==> src/rtl/i2c_req_arbiter.sv <==
// Round-robin front end that lets NREQ clients share one I2C master push/pop interface.
// Each grant becomes one contiguous push burst (address byte + payload); read bytes are routed back to the owner.
module i2c_req_arbiter #(
    parameter int NREQ    = 2,
    parameter int TIMEOUT = 100000,
    parameter int GW      = (NREQ > 2) ? $clog2(NREQ) : 1
) (
    input  logic              CLK,
    input  logic              RST,
    input  logic [NREQ-1:0]   req_valid,
    input  logic [NREQ*7-1:0] req_addr,
    input  logic [NREQ-1:0]   req_write,
    input  logic [NREQ*4-1:0] req_len,
    output logic [NREQ-1:0]   req_ready,
    input  logic [NREQ*8-1:0] wr_data,
    output logic [NREQ-1:0]   wr_ack,
    output logic [NREQ-1:0]   rd_valid,
    output logic [7:0]        rd_data,
    output logic [NREQ-1:0]   done,
    output logic [NREQ-1:0]   err,
    output logic              busy,
    output logic [GW-1:0]     grant_id,
    input  logic              m_canin,
    output logic              m_pushin,
    output logic [7:0]        m_data_in,
    input  logic              m_pushout,
    input  logic [7:0]        m_data_out
);

    typedef enum logic [2:0] {IDLE, PUSH_ADDR, PUSH_DATA, WAIT_DONE, FINISH} state_t;

    state_t            state_reg, state_next;
    logic [GW-1:0]     grant_reg, grant_next;
    logic [GW-1:0]     last_grant_reg, last_grant_next;
    logic [6:0]        addr_reg, addr_next;
    logic              write_reg, write_next;
    logic [3:0]        len_reg, len_next;
    logic [3:0]        beat_reg, beat_next;
    logic [3:0]        rd_cnt_reg, rd_cnt_next;
    logic              seen_busy_reg, seen_busy_next;
    logic [31:0]       wd_cnt_reg, wd_cnt_next;
    logic [NREQ-1:0]   req_ready_reg, req_ready_next;
    logic [NREQ-1:0]   wr_ack_reg, wr_ack_next;
    logic [NREQ-1:0]   rd_valid_reg, rd_valid_next;
    logic [NREQ-1:0]   done_reg, done_next;
    logic [NREQ-1:0]   err_reg, err_next;
    logic [7:0]        rd_data_reg, rd_data_next;
    logic              busy_reg, busy_next;
    logic              m_pushin_reg, m_pushin_next;
    logic [7:0]        m_data_in_reg, m_data_in_next;

    logic [6:0]        addr_arr  [NREQ];
    logic [3:0]        len_arr   [NREQ];
    logic [7:0]        wdat_arr  [NREQ];
    logic              pick_found;
    logic [GW-1:0]     pick_idx;
    logic [GW-1:0]     scan_idx;
    logic [NREQ-1:0]   pick_oh, owner_oh;

    generate
        for (genvar gi = 0; gi < NREQ; gi++) begin : g_unpack
            assign addr_arr[gi] = req_addr[7*gi +: 7];
            assign len_arr[gi]  = req_len[4*gi +: 4];
            assign wdat_arr[gi] = wr_data[8*gi +: 8];
            assign pick_oh[gi]  = (pick_idx == GW'(gi));
            assign owner_oh[gi] = (grant_reg == GW'(gi));
        end
    endgenerate

    // Scan starts one past the previous owner so a continuously-valid client cannot starve the rest.
    always_comb begin
        pick_found = 1'b0;
        pick_idx   = '0;
        scan_idx   = '0;
        for (int off = 1; off <= NREQ; off++) begin
            scan_idx = GW'((int'(last_grant_reg) + off) % NREQ);
            if (!pick_found && req_valid[scan_idx]) begin
                pick_found = 1'b1;
                pick_idx   = scan_idx;
            end
        end
    end

    // Outputs are computed for the state being entered so they line up with it once registered.
    always_comb begin
        state_next      = state_reg;
        grant_next      = grant_reg;
        last_grant_next = last_grant_reg;
        addr_next       = addr_reg;
        write_next      = write_reg;
        len_next        = len_reg;
        beat_next       = beat_reg;
        rd_cnt_next     = rd_cnt_reg;
        seen_busy_next  = seen_busy_reg;
        wd_cnt_next     = wd_cnt_reg;
        req_ready_next  = '0;
        wr_ack_next     = '0;
        rd_valid_next   = '0;
        done_next       = '0;
        err_next        = '0;
        rd_data_next    = rd_data_reg;
        m_pushin_next   = 1'b0;
        m_data_in_next  = 8'h00;

        // The master may drop canin while still receiving the burst, so busy is tracked from grant onward.
        if (state_reg != IDLE && !m_canin)
            seen_busy_next = 1'b1;

        case (state_reg)
            IDLE: begin
                if (pick_found && m_canin) begin
                    state_next      = PUSH_ADDR;
                    grant_next      = pick_idx;
                    last_grant_next = pick_idx;
                    addr_next       = addr_arr[pick_idx];
                    write_next      = req_write[pick_idx];
                    len_next        = len_arr[pick_idx];
                    rd_cnt_next     = '0;
                    seen_busy_next  = 1'b0;
                    req_ready_next  = pick_oh;
                    m_pushin_next   = 1'b1;
                    m_data_in_next  = {addr_arr[pick_idx], req_write[pick_idx]};
                    if (req_write[pick_idx] && len_arr[pick_idx] != 4'd0)
                        wr_ack_next = pick_oh;
                end
            end
            PUSH_ADDR: begin
                if (len_reg == 4'd0) begin
                    state_next  = WAIT_DONE;
                    wd_cnt_next = '0;
                end else begin
                    state_next     = PUSH_DATA;
                    beat_next      = 4'd1;
                    m_pushin_next  = 1'b1;
                    m_data_in_next = write_reg ? wdat_arr[grant_reg] : 8'h00;
                    if (write_reg && len_reg > 4'd1)
                        wr_ack_next = owner_oh;
                end
            end
            PUSH_DATA: begin
                if (beat_reg == len_reg) begin
                    state_next  = WAIT_DONE;
                    wd_cnt_next = '0;
                end else begin
                    beat_next      = beat_reg + 4'd1;
                    m_pushin_next  = 1'b1;
                    m_data_in_next = write_reg ? wdat_arr[grant_reg] : 8'h00;
                    if (write_reg && (beat_reg + 4'd1) < len_reg)
                        wr_ack_next = owner_oh;
                end
            end
            WAIT_DONE: begin
                if (m_pushout && !write_reg && rd_cnt_reg < len_reg) begin
                    rd_valid_next = owner_oh;
                    rd_data_next  = m_data_out;
                    rd_cnt_next   = (rd_cnt_reg == 4'd15) ? 4'd15 : rd_cnt_reg + 4'd1;
                end
                if (seen_busy_reg && m_canin && (write_reg || rd_cnt_reg == len_reg)) begin
                    state_next = FINISH;
                    done_next  = owner_oh;
                end else if (wd_cnt_reg == 32'(TIMEOUT - 1)) begin
                    state_next = FINISH;
                    done_next  = owner_oh;
                    err_next   = owner_oh;
                end else begin
                    wd_cnt_next = wd_cnt_reg + 32'd1;
                end
            end
            FINISH: begin
                state_next = IDLE;
            end
            default: state_next = IDLE;
        endcase

        busy_next = (state_next != IDLE);
    end

    always_ff @(posedge CLK) begin
        if (RST) begin
            state_reg      <= IDLE;
            grant_reg      <= '0;
            last_grant_reg <= GW'(NREQ - 1);
            addr_reg       <= '0;
            write_reg      <= 1'b0;
            len_reg        <= '0;
            beat_reg       <= '0;
            rd_cnt_reg     <= '0;
            seen_busy_reg  <= 1'b0;
            wd_cnt_reg     <= '0;
            req_ready_reg  <= '0;
            wr_ack_reg     <= '0;
            rd_valid_reg   <= '0;
            done_reg       <= '0;
            err_reg        <= '0;
            rd_data_reg    <= '0;
            busy_reg       <= 1'b0;
            m_pushin_reg   <= 1'b0;
            m_data_in_reg  <= '0;
        end else begin
            state_reg      <= state_next;
            grant_reg      <= grant_next;
            last_grant_reg <= last_grant_next;
            addr_reg       <= addr_next;
            write_reg      <= write_next;
            len_reg        <= len_next;
            beat_reg       <= beat_next;
            rd_cnt_reg     <= rd_cnt_next;
            seen_busy_reg  <= seen_busy_next;
            wd_cnt_reg     <= wd_cnt_next;
            req_ready_reg  <= req_ready_next;
            wr_ack_reg     <= wr_ack_next;
            rd_valid_reg   <= rd_valid_next;
            done_reg       <= done_next;
            err_reg        <= err_next;
            rd_data_reg    <= rd_data_next;
            busy_reg       <= busy_next;
            m_pushin_reg   <= m_pushin_next;
            m_data_in_reg  <= m_data_in_next;
        end
    end

    assign req_ready = req_ready_reg;
    assign wr_ack    = wr_ack_reg;
    assign rd_valid  = rd_valid_reg;
    assign rd_data   = rd_data_reg;
    assign done      = done_reg;
    assign err       = err_reg;
    assign busy      = busy_reg;
    assign grant_id  = grant_reg;
    assign m_pushin  = m_pushin_reg;
    assign m_data_in = m_data_in_reg;

endmodule

==> config.mk <==
export PLATFORM = sky130hd
export DESIGN_NAME = i2c_req_arbiter
export DESIGN_NICKNAME = d
export VERILOG_FILES = /design/src/rtl/i2c_req_arbiter.sv
export SDC_FILE = /design/constraint.sdc
export NUM_CORES = 1
export LEC_CHECK = 0
export BUFFER_PORTS_ARGS = -buffer_cell sky130_fd_sc_hd__buf_4
export CORE_UTILIZATION = 55
export DETAILED_ROUTE_END_ITERATION = 12
export PLACE_DENSITY = 0.86
export REMOVE_ABC_BUFFERS = 1
export SETUP_SLACK_MARGIN = 0.05
export SLEW_MARGIN = 20
export SYNTH_ARGS = -nofsm -noshare
export SYNTH_HDL_FRONTEND = slang
export SYNTH_SLANG_ARGS = --single-unit
==> constraint.sdc <==
create_clock -name CLK -period 4.51 [get_ports CLK]
set_clock_uncertainty 0.05 [all_clocks]
set_input_delay 0.2255 -clock CLK [delete_from_list [all_inputs] [get_ports CLK]]
set_output_delay 0.2255 -clock CLK [all_outputs]
set_load 0.01 [all_outputs]
==> metrics.cfg, run 1 <==
[cts]
cts-root-buf = clkbuf_8
tritoncts = built
cts_buffers = 9
max-clock-path-buffers = 2
cts.sinks = 79
cts_setup_buffers = 0
h-tree-depth = 3
worstSkewPairLatency_ns = 0.36
cts-resized-gates = 0
cts_hold_buffers = 0
path_clk_slew_ns = 0.08

[floorplanning]
pin_count = 83
die_w_um = 86.24
rows = 30
fp.dieH_um = 86.24
die_area_um2 = 7436
coreArea_um2 = 6832
initial_core_util_pct = 57.12

[logic_synthesis]
async_flop_share_pct = 0
synth_top_family_by_area = simple AND/OR/NAND/NOR gates
ys.warnings.count = 0
ys_types = 64
ys_seq_elements = 79
synth-edff-count = 0
synthAdderAreaFrac_pct = 3.527
synth-simple-area-share_pct = 22.51
synthesis.area_um2 = 3902
netlist_instances = 428
synth-compound-area-share_pct = 19.91
syn_avg_cell_area_um2 = 9.118
ys_seq_area_share_pct = 40.53
synth_ff_type = dfxtp_1
synth_xor_area_share_pct = 1.795
muxShareOfSynthArea_pct = 7.951

[detailed_routing]
ant_nets = 0
via_per_inst = 6.060
first_iter_violations = 218
wl_per_cell_um = 16.76
vias = 3648
routed_wl_um = 10090
drc = 0
drt_pre_antenna_iters = 5

[finish]
final_area_um2 = 4782
antenna_cells = 0
largest_reg_flops = 32
nets = 566
syn2layout_area_growth_pct = 22.54
drive_gt1_share_pct = 22.73

[pwr]
seq_power_share_pct = 43.7
clkPwrFrac_pct = 36.9
p_comb_share_pct = 19.5
p_sw_uw = 508.5
p_int_uw = 1260
peakVddDrop_mv = 0.1943
p_sw_share_pct = 28.75
powerDensity_nw_per_um2 = 369.8
leakage_uw = 0.001775

[timing]
rsz0062_at_grt = no
drv_slew = 0
hold_violations = 0
slew_headroom_pct = 33.23
finalSetupTns_ns = 0
setup_viol = 0
min_period_over_period_pct = 65.92
fmax_ghz = 0.3364
worst_pin_slew_ns = 0.9957
fin_crit_ns = 2.973

[worst_setup_path]
timing.rr.end = wd_cnt_reg[28]$_SDFFE_PP0P_
crit_start = len_reg[2]$_SDFFE_PP0P_
crit_required_ns = 4.74
reg2reg_depth = 8
critical_path_class = register to register
r2r_start = len_reg[2]$_SDFFE_PP0P_
endpoint = wd_cnt_reg[28]$_SDFFE_PP0P_
cp_max_fo = 22
worstPathArrival_ns = 3.20
reg2reg_slack_ns = 1.54
critPathCaptureType = register
start_kind = register

[place]
place_congestion = 0.9151
post-dp-hpwl_um = 7082
placed_area_um2 = 4536
io_buffers = 82

[global_route]
grt_pass1_vias = 3382
grtUsageTotal_pct = 27.40
antenna_found_initial = 0
grt_max_degree = 39
grt_pass1_wl_um = 15890
overflow = 0

[status]
status = complete, no violations

[min_path]
whs_path_depth = 3
min_path_type = input pin to register

[run]
drv_cap = 0

==> worst max-delay path, cell delays in order, from the launching register on <==
cell and delay (ns):
dfxtp_1 0.42, inv_1 0.11, ha_1 0.32, a41oi_1 0.21, nor2_1 0.10, a21oi_2 0.49, o211ai_2 0.44, or4_1 0.60
a21oi_1 0.16
==> metrics by stage <==
step	total power (µW)	hold slack [ns]	std cells	setup slack, ns	utilization, %
3_5_place_dp	1131	0.4227	586	1.610	66.39
4_1_cts	1765	0.04474	602	1.569	70.00
5_1_grt	1840	0.05510	602	1.377	70.00
6_report	1768	0.04678	602	1.537	70.00
3_3_place_gp	1117	0.4134	586	1.732	66.39
2_1_floorplan	995.1	0.2446	408	1.962	-
==> layout by cell type, fill, tap and decap left out, types with 4 or more instances in the layout <==
cell / count
o21ai_1: 15
or3_1: 12
nand4_1: 7
nor2_1: 33
ha_1: 11
or4_1: 14
clkbuf_8: 10
nand2_1: 25
nand3_1: 17
o22ai_1: 8
nor2b_1: 4
and4_1: 4
o21a_1: 5
o21ai_0: 5
mux2i_1: 31
o211ai_1: 7
buf_4: 82
o31ai_1: 9
dfxtp_1: 79
nor3_1: 5
xnor2_1: 5
a21oi_1: 31
a211oi_1: 8
nand2b_1: 4
inv_1: 10
nor4_1: 8
==> power groups by stage <==
stage	Combinational, µW	Sequential [µW]	Clock (µW)
global placement	331	785	0
CTS	343	772	650
detailed placement	343	788	0
global route	377	778	685
floorplan	209	786	0
finish	344	772	652
==> worst min-delay path by stage <==
stage,start,endpoint,slack [ns]
5_1_grt,m_data_out[6],rd_data[6]$_SDFFE_PP0P_,0.06
6_report,m_data_out[6],rd_data[6]$_SDFFE_PP0P_,0.05
3_5_place_dp,m_data_out[6],rd_data[6]$_SDFFE_PP0P_,0.42
2_1_floorplan,RST,grant_id$_SDFFE_PP0P_,0.24
3_3_place_gp,m_data_out[6],rd_data[6]$_SDFFE_PP0P_,0.41
4_1_cts,m_data_out[6],rd_data[6]$_SDFFE_PP0P_,0.04
==> metal layers <==
metal	wire length [µm]	vias to the layer above	part of all wire, %	GRT usage, %
li1	-	1770	-	-
met5	0	-	0	0
met2	5080	137	50	49.86
met1	4127	1713	41	30.87
met4	278	0	2.8	14.09
met3	601	28	6.0	4.381
==> cells in the mapped netlist, drive strengths merged (8+ instances only) <==
library cell | instances | share of area, %
o211ai | 9 | 2.2
ha | 11 | 3.5
nor4 | 10 | 2.1
nand4 | 8 | 1.4
clkbuf | 11 | 1.1
o22ai | 8 | 1.3
dfxtp | 79 | 41
o31ai | 9 | 1.7
or4 | 15 | 3.0
a211oi | 8 | 1.5
nor2 | 34 | 3.5
nand2 | 25 | 2.4
nand3 | 18 | 2.4
inv | 11 | 1.1
a21oi | 33 | 4.6
buf | 9 | 1.7
or3 | 12 | 1.9
mux2i | 31 | 8.0
o21ai | 22 | 3.0
==> kinds of logic after synthesis <==
kind of cell | after synthesis
XOR/XNOR | 8
adder cells (fa/ha/maj) | 11
multiplexers | 31
flip-flops | 79
AO/OA/AOI/OAI | 115
AND/OR/NAND/NOR | 153
buffers and inverters | 31
==> layout make-up <==
type	instances	area, µm²
fill	523	2049
sequential	79	1582
clock inverter	5	105.1
multi-input combinational	318	2177
timing repair buffer	82	615.6
clock buffer	11	141.4
tap	96	120.1
inverter	11	41.29
Note: power is estimated with default switching activity, not from simulation.
==> run 2: changes to the inputs <==
--- a/config.mk
+++ b/config.mk
@@ -6,9 +6,9 @@
 export NUM_CORES = 1
 export LEC_CHECK = 0
 export BUFFER_PORTS_ARGS = -buffer_cell sky130_fd_sc_hd__buf_4
-export CORE_UTILIZATION = 55
+export CORE_UTILIZATION = 49
 export DETAILED_ROUTE_END_ITERATION = 12
-export PLACE_DENSITY = 0.86
+export PLACE_DENSITY = 0.82
 export REMOVE_ABC_BUFFERS = 1
 export SETUP_SLACK_MARGIN = 0.05
 export SLEW_MARGIN = 20
==> constraint.sdc (replaced) <==
create_clock -name CLK -period 2.6 [get_ports CLK]
set_clock_uncertainty 0.05 [all_clocks]
set_input_delay 0.13 -clock CLK [delete_from_list [all_inputs] [get_ports CLK]]
set_output_delay 0.13 -clock CLK [all_outputs]
set_load 0.01 [all_outputs]
==> run 2 against run 1 <==
Against the previous run: non-clock buffer count rose by 32; sequential share of layout area fell by 1.8 points; utilization fell by 4.4 points; total power rose by 73%; final area rose by 6.0%; count of clock-buffer cells in the layout fell by 1; combinational power rose by 100%; largest cell class unchanged; sequential power rose by 74%; first-iteration DRC count fell by 8.3%; wire length rose by 2.3%; via count rose by 5.0%; die area rose by 12%.
==> metrics.cfg, run 2 (synthesis results as in run 1) <==
[status]
status = complete, no violations

[floorplanning]
fp.dieH_um = 91.24
die_w_um = 91.24
pin_count = 83
die_area_um2 = 8325
initial_core_util_pct = 50.50
rows = 32
coreArea_um2 = 7727

[global_route]
grt_pass1_vias = 3606
grtUsageTotal_pct = 25.15
grt_max_degree = 39
overflow = 0
antenna_found_initial = 0
grt_pass1_wl_um = 16660

[timing]
setup_viol = 0
slew_headroom_pct = 50.91
holdWs_ns = 0.01622
hold_violations = 0
finalSetupTns_ns = 0
drv_slew = 0
fmax_ghz = 0.4134
fin_crit_ns = 2.419
worst_pin_slew_ns = 0.7354
rsz0062_at_grt = no
min_period_over_period_pct = 93.05

[finish]
largest_reg_flops = 32
layout_common_cells = buf_4, dfxtp_1, nor2_1
drive_gt1_share_pct = 24.91
final_common_cell = buf_4
multi_input_area_um2 = 2186
antenna_cells = 0
seqCellArea_um2 = 1585
n_fill_cell = 607
nets = 598
post-route-util_pct = 65.59
syn2layout_area_growth_pct = 29.88

[cts]
tritoncts = built
max-clock-path-buffers = 2
cts_buffers = 9
worstSkewPairLatency_ns = 0.35
cts-root-buf = clkbuf_8
path_clk_slew_ns = 0.08
h-tree-depth = 3
cts.sinks = 79

[pwr]
powerDensity_nw_per_um2 = 603.4
clkPwrFrac_pct = 33.7
p_sw_share_pct = 29.48
p_sw_uw = 901.7
leakage_uw = 0.001902
p_comb_share_pct = 22.5
p_int_uw = 2157
peakVddDrop_mv = 0.4177
seq_power_share_pct = 43.8

[detailed_routing]
ant_nets = 0
vias = 3829
wl_per_cell_um = 16.13
drc = 0
first_iter_violations = 200
via_per_inst = 5.983
drt_pre_antenna_iters = 5
routed_wl_um = 10320

[place]
post-dp-hpwl_um = 7082
io_buffers = 82
place_congestion = 0.8935

[worst_setup_path]
slowest_delay_ns = 0.50
cp_max_fo = 8
reg2reg_depth = 10
critical_path_class = register to register
cp_common_cell = buf_4
crit_chain = inv_1 > ha_1 > a41oi_1 > nor2_1 > a21oi_2 > buf_4 > o21ai_2 > buf_4 > or4_1 > a21oi_1
r2r_start = len_reg[1]$_SDFFE_PP0P_
start_kind = register
critPathCaptureType = register
crit_required_ns = 2.83
reg2reg_slack_ns = 0.18
worstPathArrival_ns = 2.65
critPathSlowestCell = or4_1
timing.rr.end = wd_cnt_reg[29]$_SDFFE_PP0P_

[min_path]
whs_path_depth = 3
min_to = m_data_in[4]$_SDFF_PP0_
min_from = req_addr[3]
min_path_type = input pin to register

[run]
drv_cap = 0

==> run 2: worst max path at each step <==
| stage | slack, ns | from | depth (start not counted) | endpoint |
|---|---|---|---|---|
| CTS | 0.09 | len_reg[2]$_SDFFE_PP0P_ | 9 | wd_cnt_reg[19]$_SDFFE_PP0P_ |
| finish | 0.18 | len_reg[1]$_SDFFE_PP0P_ | 10 | wd_cnt_reg[29]$_SDFFE_PP0P_ |
| global route | 0.03 | wd_cnt_reg[17]$_SDFFE_PP0P_ | 8 | wd_cnt_reg[5]$_SDFFE_PP0P_ |
| global placement | 0.19 | len_reg[2]$_SDFFE_PP0P_ | 9 | wd_cnt_reg[18]$_SDFFE_PP0P_ |
| floorplan | 0.05 | len_reg[2]$_SDFFE_PP0P_ | 8 | wd_cnt_reg[7]$_SDFFE_PP0P_ |
| detailed placement | 0.11 | len_reg[2]$_SDFFE_PP0P_ | 9 | wd_cnt_reg[19]$_SDFFE_PP0P_ |
==> run 2: final cells by class <==
class,count,share of cell area (%)
multi-input cells,318,43.13
flip-flops and latches,79,31.28
repair buffers,114,17.72
clock buffers,10,2.715
well taps,102,2.518
clock inverters,6,1.827
inverters,11,0.8146
==> run 2: critical path, delay by kind of cell (launching register included) <==
kind            cells  cell delay [ns]
buf+inv             3             0.45
compound gates      4             0.51
flops               1             0.43
simple gates        2             0.60
fa+ha+maj           1             0.31
==> run 2: per-stage QoR <==
step / setup slack (ns) / area (µm²) / instances / total power (µW)
3_3_place_gp: 0.1850 / 4648 / 606 / 1989
4_1_cts: 0.08516 / 5049 / 639 / 3057
6_report: 0.1808 / 5069 / 640 / 3058
5_1_grt: 0.03418 / 5069 / 640 / 3187
2_1_floorplan: 0.05189 / 3796 / 408 / 1726
3_5_place_dp: 0.1088 / 4648 / 606 / 2006
==> run 2: layer usage <==
| metal | vias to the layer above | track usage, % | routed length, µm |
|---|---|---|---|
| met3 | 22 | 5.109 | 583 |
| li1 | 1834 | - | - |
| met5 | - | 0 | 0 |
| met1 | 1828 | 28.11 | 4183 |
| met4 | 0 | 10.32 | 206 |
| met2 | 145 | 46.21 | 5349 |
==> run 2: what timing repair did <==
action / in CTS / in global routing
setup endpoints to repair: 0 / 16
hold buffers: 17 / 0
gates resized for setup: 0 / 4
hold endpoints to repair: 13 / 0
buffers inserted: 0 / 1
==> run 2: power by group through the flow <==
stage / clock, µW / combinational, µW / sequential, µW
after floorplan: 0 / 363 / 1360
after global placement: 0 / 627 / 1360
after detailed placement: 0 / 641 / 1370
after CTS: 1050 / 672 / 1340
after global routing: 1100 / 739 / 1350
final: 1030 / 687 / 1340
==> run 3: changes to the inputs <==
--- a/config.mk
+++ b/config.mk
@@ -6,9 +6,11 @@
 export NUM_CORES = 1
 export LEC_CHECK = 0
 export BUFFER_PORTS_ARGS = -buffer_cell sky130_fd_sc_hd__buf_4
-export CORE_UTILIZATION = 49
+export CELL_PAD_IN_SITES_DETAIL_PLACEMENT = 1
+export CELL_PAD_IN_SITES_GLOBAL_PLACEMENT = 2
+export CORE_UTILIZATION = 30
 export DETAILED_ROUTE_END_ITERATION = 12
-export PLACE_DENSITY = 0.82
+export PLACE_DENSITY = 0.83
 export REMOVE_ABC_BUFFERS = 1
 export SETUP_SLACK_MARGIN = 0.05
 export SLEW_MARGIN = 20
==> run 3 against run 2 <==
Against the previous run: worst setup slack got worse by 0.0063 ns; largest cell class unchanged; sequential share of layout area fell by 0.75 points; largest power group unchanged; cell count increased by 11%; wire length is 16% higher; total power is 8.7% higher; utilization down 25 points.
==> metrics.cfg, run 3 (synthesis results as in run 1) <==
[finish]
nets = 596
post-route-util_pct = 41.05
layoutNonFillerInstCount = 708
antenna_cells = 0
final_common_cell = buf_4
syn2layout_area_growth_pct = 33.28
drive_gt1_share_pct = 26.12
layout_common_cells = buf_4, dfxtp_1, nor2_1
largest_reg_flops = 32

[timing]
fin_crit_ns = 2.425
rsz0062_at_grt = no
setup_viol = 0
finalSetupTns_ns = 0
drv_slew = 0
worst_pin_slew_ns = 0.7862
min_period_over_period_pct = 93.29
hold_violations = 0
fmax_ghz = 0.4123
slew_headroom_pct = 47.51

[global_route]
grtUsageTotal_pct = 18.24
grt_pass1_wl_um = 18820
grt_pass1_vias = 3725
antenna_found_initial = 0
grt_max_degree = 38
overflow = 0

[floorplanning]
fp.dieH_um = 116.1
die_w_um = 116.1
die_area_um2 = 13470
pin_count = 83
rows = 41
initial_core_util_pct = 30.80
coreArea_um2 = 12670

[place]
io_buffers = 82
place_congestion = 0.8104
dp_cells = 683
post-dp-hpwl_um = 8393

[pwr]
powerDensity_nw_per_um2 = 639.1
leakage_uw = 0.001941
peakVddDrop_mv = 0.3023

[cts]
tritoncts = built
path_clk_slew_ns = 0.06
worstSkewPairLatency_ns = 0.35
cts.sinks = 79
cts_buffers = 9
h-tree-depth = 3
max-clock-path-buffers = 2
cts-root-buf = clkbuf_16

[worst_setup_path]
cp.depth = 8
start_kind = register
r2r_start = wd_cnt_reg[17]$_SDFFE_PP0P_
critPathSlowestCell = or4_4
worstPathArrival_ns = 2.60
slowest_delay_ns = 0.55
path_buf_inv = 2
endpoint = wd_cnt_reg[5]$_SDFFE_PP0P_
cp_max_fo = 11
reg2reg_depth = 8
reg2reg_slack_ns = 0.17
timing.rr.end = wd_cnt_reg[5]$_SDFFE_PP0P_
critPathCaptureType = register
critical_path_class = register to register
cp_top_family = simple AND/OR/NAND/NOR gates
crit_required_ns = 2.77
crit_start = wd_cnt_reg[17]$_SDFFE_PP0P_
crit_chain = or4_4 > nor4_4 > a21oi_4 > buf_6 > o211ai_4 > buf_4 > xnor2_1 > nor2_1

[detailed_routing]
via_per_inst = 5.251
ant_nets = 0
wl_per_cell_um = 16.84
wl_met2_um = 6025
drt_pre_antenna_iters = 4
wl_met3_um = 622
vias = 3718
routed_wl_um = 11920
wl_met1_um = 5067
top_layer = met4
drc = 0
first_iter_violations = 152

[status]
status = complete, no violations

[run]
drv_cap = 0

[min_path]
min_path_type = input pin to register

-- run 3: layout make-up --
cell class / instances / area [µm²]
fill: 1491 / 7470
clock buffer: 10 / 229.0
sequential: 79 / 1588
timing repair buffer: 112 / 864.6
inverter: 11 / 41.29
multi-input combinational: 318 / 2192
tap: 172 / 215.2
clock inverter: 6 / 71.32
-- run 3: power breakdown --
group          total, µW  leakage (µW)  switching, µW  internal (µW)
sequential          1340      0.000641           62.3           1270
clock               1280      0.000139            529            749
combinational        711       0.00116            393            318
-- run 3: stage by stage --
step	cell area [µm²]	worst slack [ns]	hold slack (ns)	total power, µW
4_1_cts	5169	0.06327	0.001716	3358
6_report	5201	0.1746	0.01351	3324
5_1_grt	5201	0.05348	0.008102	3493
2_1_floorplan	3796	0.05189	0.1491	1726
3_5_place_dp	4788	0.1262	0.3287	2047
3_3_place_gp	4788	0.2144	0.3160	2029
-- run 3: worst min path at each step --
stage	to	depth (start not counted)	slack, ns	start
global route	m_data_in[4]$_SDFF_PP0_	3	0.008	req_addr[10]
detailed placement	rd_data[5]$_SDFFE_PP0P_	3	0.33	m_data_out[5]
floorplan	grant_id$_SDFFE_PP0P_	1	0.15	RST
finish	rd_data[0]$_SDFFE_PP0P_	3	0.01	m_data_out[0]
CTS	m_data_in[0]$_SDFF_PP0_	3	0.002	wr_data[0]
global placement	rd_data[2]$_SDFFE_PP0P_	3	0.32	m_data_out[2]
-- run 3: tightest hold or removal path, cell delays in order --
cell     delay, ns
buf_4         0.08
mux2i_1       0.05
nor2_1        0.10
-- run 3: repair_timing --
action / in CTS / in global routing
endpoints found under the hold margin: 7 / 0
buffers inserted: 0 / 1
resized for setup: 0 / 7
setup endpoints to repair: 0 / 11
hold buffers: 8 / 0
-- run 3: routing by layer --
layer,track usage (%),up-vias
li1,-,1829
met1,20.19,1792
met2,33.17,82
met3,5.492,15
met4,5.897,0
met5,0,-
